==> config.mk <==
export PLATFORM = sky130hd
export DESIGN_NAME = fetch_unit
export DESIGN_NICKNAME = d
export VERILOG_FILES = /design/src/rtl/fetch_unit.sv
export SDC_FILE = /design/constraint.sdc
export NUM_CORES = 1
export LEC_CHECK = 0
export CELL_PAD_IN_SITES_DETAIL_PLACEMENT = 0
export CELL_PAD_IN_SITES_GLOBAL_PLACEMENT = 1
export CORE_UTILIZATION = 40
export DETAILED_ROUTE_END_ITERATION = 16
export DONT_BUFFER_PORTS = 1
export PLACE_DENSITY = 0.74
export SLEW_MARGIN = 30
export SYNTH_ARGS = -nofsm -noshare
export SYNTH_HDL_FRONTEND = slang
export SYNTH_SLANG_ARGS = --single-unit
==> constraint.sdc <==
create_clock -name clk -period 3.9 [get_ports clk]
set_clock_uncertainty 0.2 [all_clocks]
set_input_delay 0.585 -clock clk [delete_from_list [all_inputs] [get_ports clk]]
set_output_delay 0.585 -clock clk [all_outputs]
set_load 0.01 [all_outputs]
==> src/rtl/fetch_unit.sv <==
// Instruction fetch: PC generation, imem request issue, in-order prefetch FIFO to decode.
// Response to instr_valid is one cycle; requests stall when outstanding + buffered reaches DEPTH.

module fifo #(
  parameter int W     = 64,
  parameter int DEPTH = 4,
  parameter int AW    = $clog2(DEPTH),
  parameter int CW    = $clog2(DEPTH) + 1
) (
  input  logic          clk,
  input  logic          rst_n,
  input  logic          flush,
  input  logic          push,
  input  logic [W-1:0]  push_dat,
  input  logic          pop,
  output logic [W-1:0]  head_dat,
  output logic [CW-1:0] count
);

  logic [W-1:0]  mem [DEPTH];
  logic [AW-1:0] wr_ptr;
  logic [AW-1:0] rd_ptr;

  // Storage needs no reset: a slot is only read after it has been written.
  always_ff @(posedge clk) begin
    if (push && !flush) begin
      mem[wr_ptr] <= push_dat;
    end
  end

  always_ff @(posedge clk or negedge rst_n) begin
    if (!rst_n) begin
      wr_ptr <= '0;
      rd_ptr <= '0;
      count  <= '0;
    end else if (flush) begin
      wr_ptr <= '0;
      rd_ptr <= '0;
      count  <= '0;
    end else begin
      if (push) begin
        wr_ptr <= wr_ptr + AW'(1);
      end
      if (pop) begin
        rd_ptr <= rd_ptr + AW'(1);
      end
      case ({push, pop})
        2'b10:   count <= count + CW'(1);
        2'b01:   count <= count - CW'(1);
        default: count <= count;
      endcase
    end
  end

  assign head_dat = mem[rd_ptr];

endmodule

module fetch_unit #(
  parameter logic [31:0] RESET_PC = 32'h0000_0000,
  parameter int          DEPTH    = 4
) (
  input  logic        clk,
  input  logic        rst_n,
  output logic        imem_req_valid,
  input  logic        imem_req_ready,
  output logic [31:0] imem_req_addr,
  input  logic        imem_rsp_valid,
  input  logic [31:0] imem_rsp_data,
  output logic [31:0] instr,
  output logic [31:0] instr_pc,
  output logic        instr_valid,
  input  logic        instr_ready,
  input  logic        redirect,
  input  logic [31:0] redirect_pc
);

  localparam int CW = $clog2(DEPTH) + 1;
  localparam logic [CW:0] DEPTH_W = (CW + 1)'(DEPTH);
  localparam logic [31:0] NOP = 32'h0000_0013;

  typedef struct packed {
    logic [31:0] dat;
    logic [31:0] pc;
  } fetch_entry_t;

  logic [31:0]  pc;
  logic [31:0]  rsp_pc;
  logic [CW-1:0] outstanding;
  logic [CW-1:0] outstanding_nxt;
  logic [CW-1:0] stale;
  logic [CW-1:0] count;
  logic [CW:0]   credit_used;
  logic [31:0]   redirect_pc_aligned;
  logic          accept;
  logic          push;
  logic          pop;
  fetch_entry_t  push_entry;
  fetch_entry_t  head_entry;
  logic          unused_redirect_lsb;

  assign redirect_pc_aligned = {redirect_pc[31:2], 2'b00};
  assign unused_redirect_lsb = ^redirect_pc[1:0];

  // Credit uses registered occupancy only; a same-cycle pop frees credit next cycle.
  assign credit_used    = {1'b0, outstanding} + {1'b0, count};
  assign imem_req_valid = rst_n && (credit_used < DEPTH_W);
  assign imem_req_addr  = pc;
  assign accept         = imem_req_valid && imem_req_ready;

  assign outstanding_nxt = outstanding + CW'(accept) - CW'(imem_rsp_valid);

  // A response arriving in the redirect cycle belongs to the old stream and is dropped.
  assign push = imem_rsp_valid && (stale == '0) && !redirect;
  assign pop  = instr_valid && instr_ready && !redirect;

  assign push_entry.dat = imem_rsp_data;
  assign push_entry.pc  = rsp_pc;

  always_ff @(posedge clk or negedge rst_n) begin
    if (!rst_n) begin
      pc          <= RESET_PC;
      rsp_pc      <= RESET_PC;
      outstanding <= '0;
      stale       <= '0;
    end else begin
      outstanding <= outstanding_nxt;
      if (redirect) begin
        pc     <= redirect_pc_aligned;
        rsp_pc <= redirect_pc_aligned;
        stale  <= outstanding_nxt;
      end else begin
        if (accept) begin
          pc <= pc + 32'd4;
        end
        if (push) begin
          rsp_pc <= rsp_pc + 32'd4;
        end
        if (imem_rsp_valid && (stale != '0)) begin
          stale <= stale - CW'(1);
        end
      end
    end
  end

  fifo #(
    .W     ($bits(fetch_entry_t)),
    .DEPTH (DEPTH)
  ) u_prefetch (
    .clk      (clk),
    .rst_n    (rst_n),
    .flush    (redirect),
    .push     (push),
    .push_dat (push_entry),
    .pop      (pop),
    .head_dat (head_entry),
    .count    (count)
  );

  assign instr_valid = (count != '0);
  assign instr       = instr_valid ? head_entry.dat : NOP;
  assign instr_pc    = instr_valid ? head_entry.pc  : 32'h0000_0000;

endmodule

==> reports/qor.yml <==
power:
  ir_drop_uv: 410
  leakage_nw: 5.23
  clockPowerShare_pct: 33.3
  combPwrFrac_pct: 22.9
  p_per_area_nw_per_um2: 615
  intPower_mw: 6.85
  p_sw_share_pct: 28.9
  p_sw_mw: 2.79
  p_seq_share_pct: 43.8
timing:
  tightest_slew_ps: 892
  setup_tns_ps: 0
  finalHoldViolations: 0
  setup_viol: 0
  finalMaxSlewViolations: 0
  setup_slack_ps: 566
  min_period_over_period_pct: 85.5
  max_freq_ghz: 0.300
  rsz0062_at_grt: "false"
  maxSlewHeadroom_pct: 40.1
  finalCriticalPeriod_ps: 3330
cts:
  ctsResizeCount: 0
  clkTransAtPathRegs_ps: 60
  clock_path_buffers: 3
  worst_skew_pair.late_latency_ps: 510
  htree_levels: 2
  cts_buffers: 35
  cts_setup_buffers: 0
  cts.sinks: 321
  clock-root-buffer: "clkbuf_16"
  cts_tree: "done"
critical_path:
  path_max_fanout: 61
  crit_arrival_ps: 2550
  startpoint_type: "flop"
  crit_path_cell_trace: "nor3_1 -> buf_4 -> clkinv_2 -> and2_1"
  crit_slowest_cell: "clkinv_2"
  cp-end-kind: "primary output"
  slowest_delay_ps: 620
  path_class: "reg2out"
  crit_required_ps: 3120
place:
  io_buffers: 0
  dp_worst_setup_slack_ps: 834
  place.gp.congestion: 0.768
  place_hpwl_um: 17900
floorplanning:
  die-area_um2: 34800
  die_h_um: 187
  die_w_um: 187
  start_util_pct: 40.6
  core_um2: 33500
  ios: 168
  rows: 67
global_route:
  antenna_found_initial: 0
  grt_pass1_wl_um: 44100
  grt_start_max_net_pins: 74
  grtUsageTotal_pct: 16.5
  grt_pass1_vias: 7379
  grt-ovfl-total: 0
flow_run:
  drv_cap: 0
routing:
  drt-total-wl_um: 27900
  drt_iter0_drc: 455
  via_count: 7099
  wl_per_cell_um: 20.7
  drt-pass1-iter-count: 4
  drc: 0
  via_per_inst: 5.27
  detail-route-antenna-nets: 0
logic_synthesis:
  post_synth_instance_area_um2: 13600
  synth_cell_type_count: 50
  seq_area_frac_synth_pct: 68.1
  yosysWarnings: 0
  avgSynthCellArea_um2: 16.6
  yosysMostFrequentCell: "edfxtp_1"
  syn-instance-count: 821
  synth_edf_count: 248
  synth.top_cells.by_area: "edfxtp_1 55%, dfrtp_1 13%, mux4_2 10%, and2_1 2.8%, mux2_2 2.8%"
  ys.flop_type: "edfxtp_1"
  netlist_top_cells_count: "248 x edfxtp_1, 73 x dfrtp_1, 62 x and2_1, 62 x mux4_2, 35 x xnor2_1"
  ys_ff_latch: 321
  async_flop_share_pct: 22.7
  synth_top_area_share_pct: 54.7
  synth_top_cell_by_area: "edfxtp_1"
final_layout:
  antenna_cells: 0
  n_fill_cell: 2924
  fin_nets: 957
  syn_to_final_growth_pct: 15.1
  drive_above_1_share_pct: 20.2
run_status:
  status: "finished, final reports clean"
min_path:
  min_path_type: "in2reg"
==> routing by layer <==
layer	GRT usage, %	vias to the layer above	share of wire, %
met5	0	-	0
met3	4.08	50	7.3
met1	22.1	3578	43
met2	26.7	227	47
li1	-	3244	-
met4	4.38	0	2.2
==> stage by stage <==
step	total power, mW	cells	hold slack [ps]	utilization, %	area [um2]
finish	9.64	1346	20.9	46.8	15700
global route	10.1	1346	2.60	46.8	15700
CTS	9.82	1346	0.800	46.8	15700
detailed placement	6.53	1249	90.9	42.3	14200
global placement	6.49	1249	91.4	42.3	14200
floorplan	5.93	824	89.4	-	13600
==> path summary, 6_finish.rpt <==
check | startpoint | slack (ps) | depth (start not counted) | endpoint
setup / recovery | u_prefetch.count[0] | 570 | 4 | instr_pc[28]
hold / removal | redirect | 20 | 1 | imem_req_addr[31]
setup reg to reg | u_prefetch.count[2] | 820 | 12 | stale[2]
hold reg to reg | outstanding[0] | 360 | 1 | outstanding[0]
max in group asynchronous | rst_n | 2690 | 2 | u_prefetch.rd_ptr[0]
min in group asynchronous | rst_n | 490 | 2 | imem_req_addr[13]
==> cell usage in the layout, fill, tap and decap left out, types with 4 or more instances in the layout <==
cell / instances
nor3_1: 13
ha_1: 12
o31a_1: 6
a21boi_0: 8
and4_1: 5
buf_4: 19
edfxtp_1: 248
clkbuf_1: 13
mux2_2: 34
xor2_1: 21
a31oi_1: 5
and3_1: 7
mux4_2: 62
conb_1: 4
nor4_1: 12
nand3_1: 26
inv_1: 14
a21oi_1: 11
o21ai_0: 7
nor2_1: 20
and3_4: 4
clkinv_2: 4
xnor2_1: 35
and2_1: 62
nand4_1: 21
dfrtp_1: 71
nand2_1: 31
or3_1: 6
nand2b_1: 8
dlygate4sd3_1: 34
clkbuf_16: 38
==> flip-flops by register name, indices dropped and copies added (netlist names) <==
signal / cells
u_prefetch.mem: 248
imem_req_addr: 30
rsp_pc: 30
outstanding: 3
stale: 3
u_prefetch.count: 3
u_prefetch.rd_ptr: 2
u_prefetch.wr_ptr: 2
==> critical path: cells and delay by family (launching register included) <==
kind          cells  cell delay, ps
simple gates      2             750
flops             1             470
buf+inv           2             820
==> power by group through the flow <==
stage | combinational, mW | sequential (mW) | clock (mW)
after floorplan | 1.77 | 4.16 | 0
after global placement | 2.19 | 4.29 | 0
after detailed placement | 2.22 | 4.30 | 0
after CTS | 2.29 | 4.23 | 3.30
after global routing | 2.45 | 4.27 | 3.42
final | 2.21 | 4.23 | 3.21
==> repair_timing <==
item / in CTS / in global routing
hold buffers: 35 / 0
setup endpoints to repair: 0 / 0
endpoints found under the hold margin: 212 / 0
==> cell type report <==
cell class | instances | area [um2] | share of cell area [%]
tap | 448 | 561 | 3.58
inverter | 16 | 61.3 | 0.391
sequential | 321 | 9280 | 59.2
clock inverter | 9 | 93.8 | 0.599
clock buffer | 53 | 1030 | 6.55
timing repair buffer | 56 | 551 | 3.51
multi-input combinational | 443 | 4110 | 26.2
==> kinds of logic (layout without fill, tap and decap cells) <==
family                     after synthesis  after routing  share of synthesized area, %
adders and majority gates               14             14                          1.40
other                                    1              4                        0.0275
xor gates and xnor gates                56             56                          3.60
AOI/OAI and AO/OA                       44             44                          2.12
muxes                                   98             98                          13.2
DFF                                    321            321                          68.1
buffers and inverters                   60            134                          1.98
and+or+nand+nor                        227            227                          9.56
(Power assumes the default switching activity.)
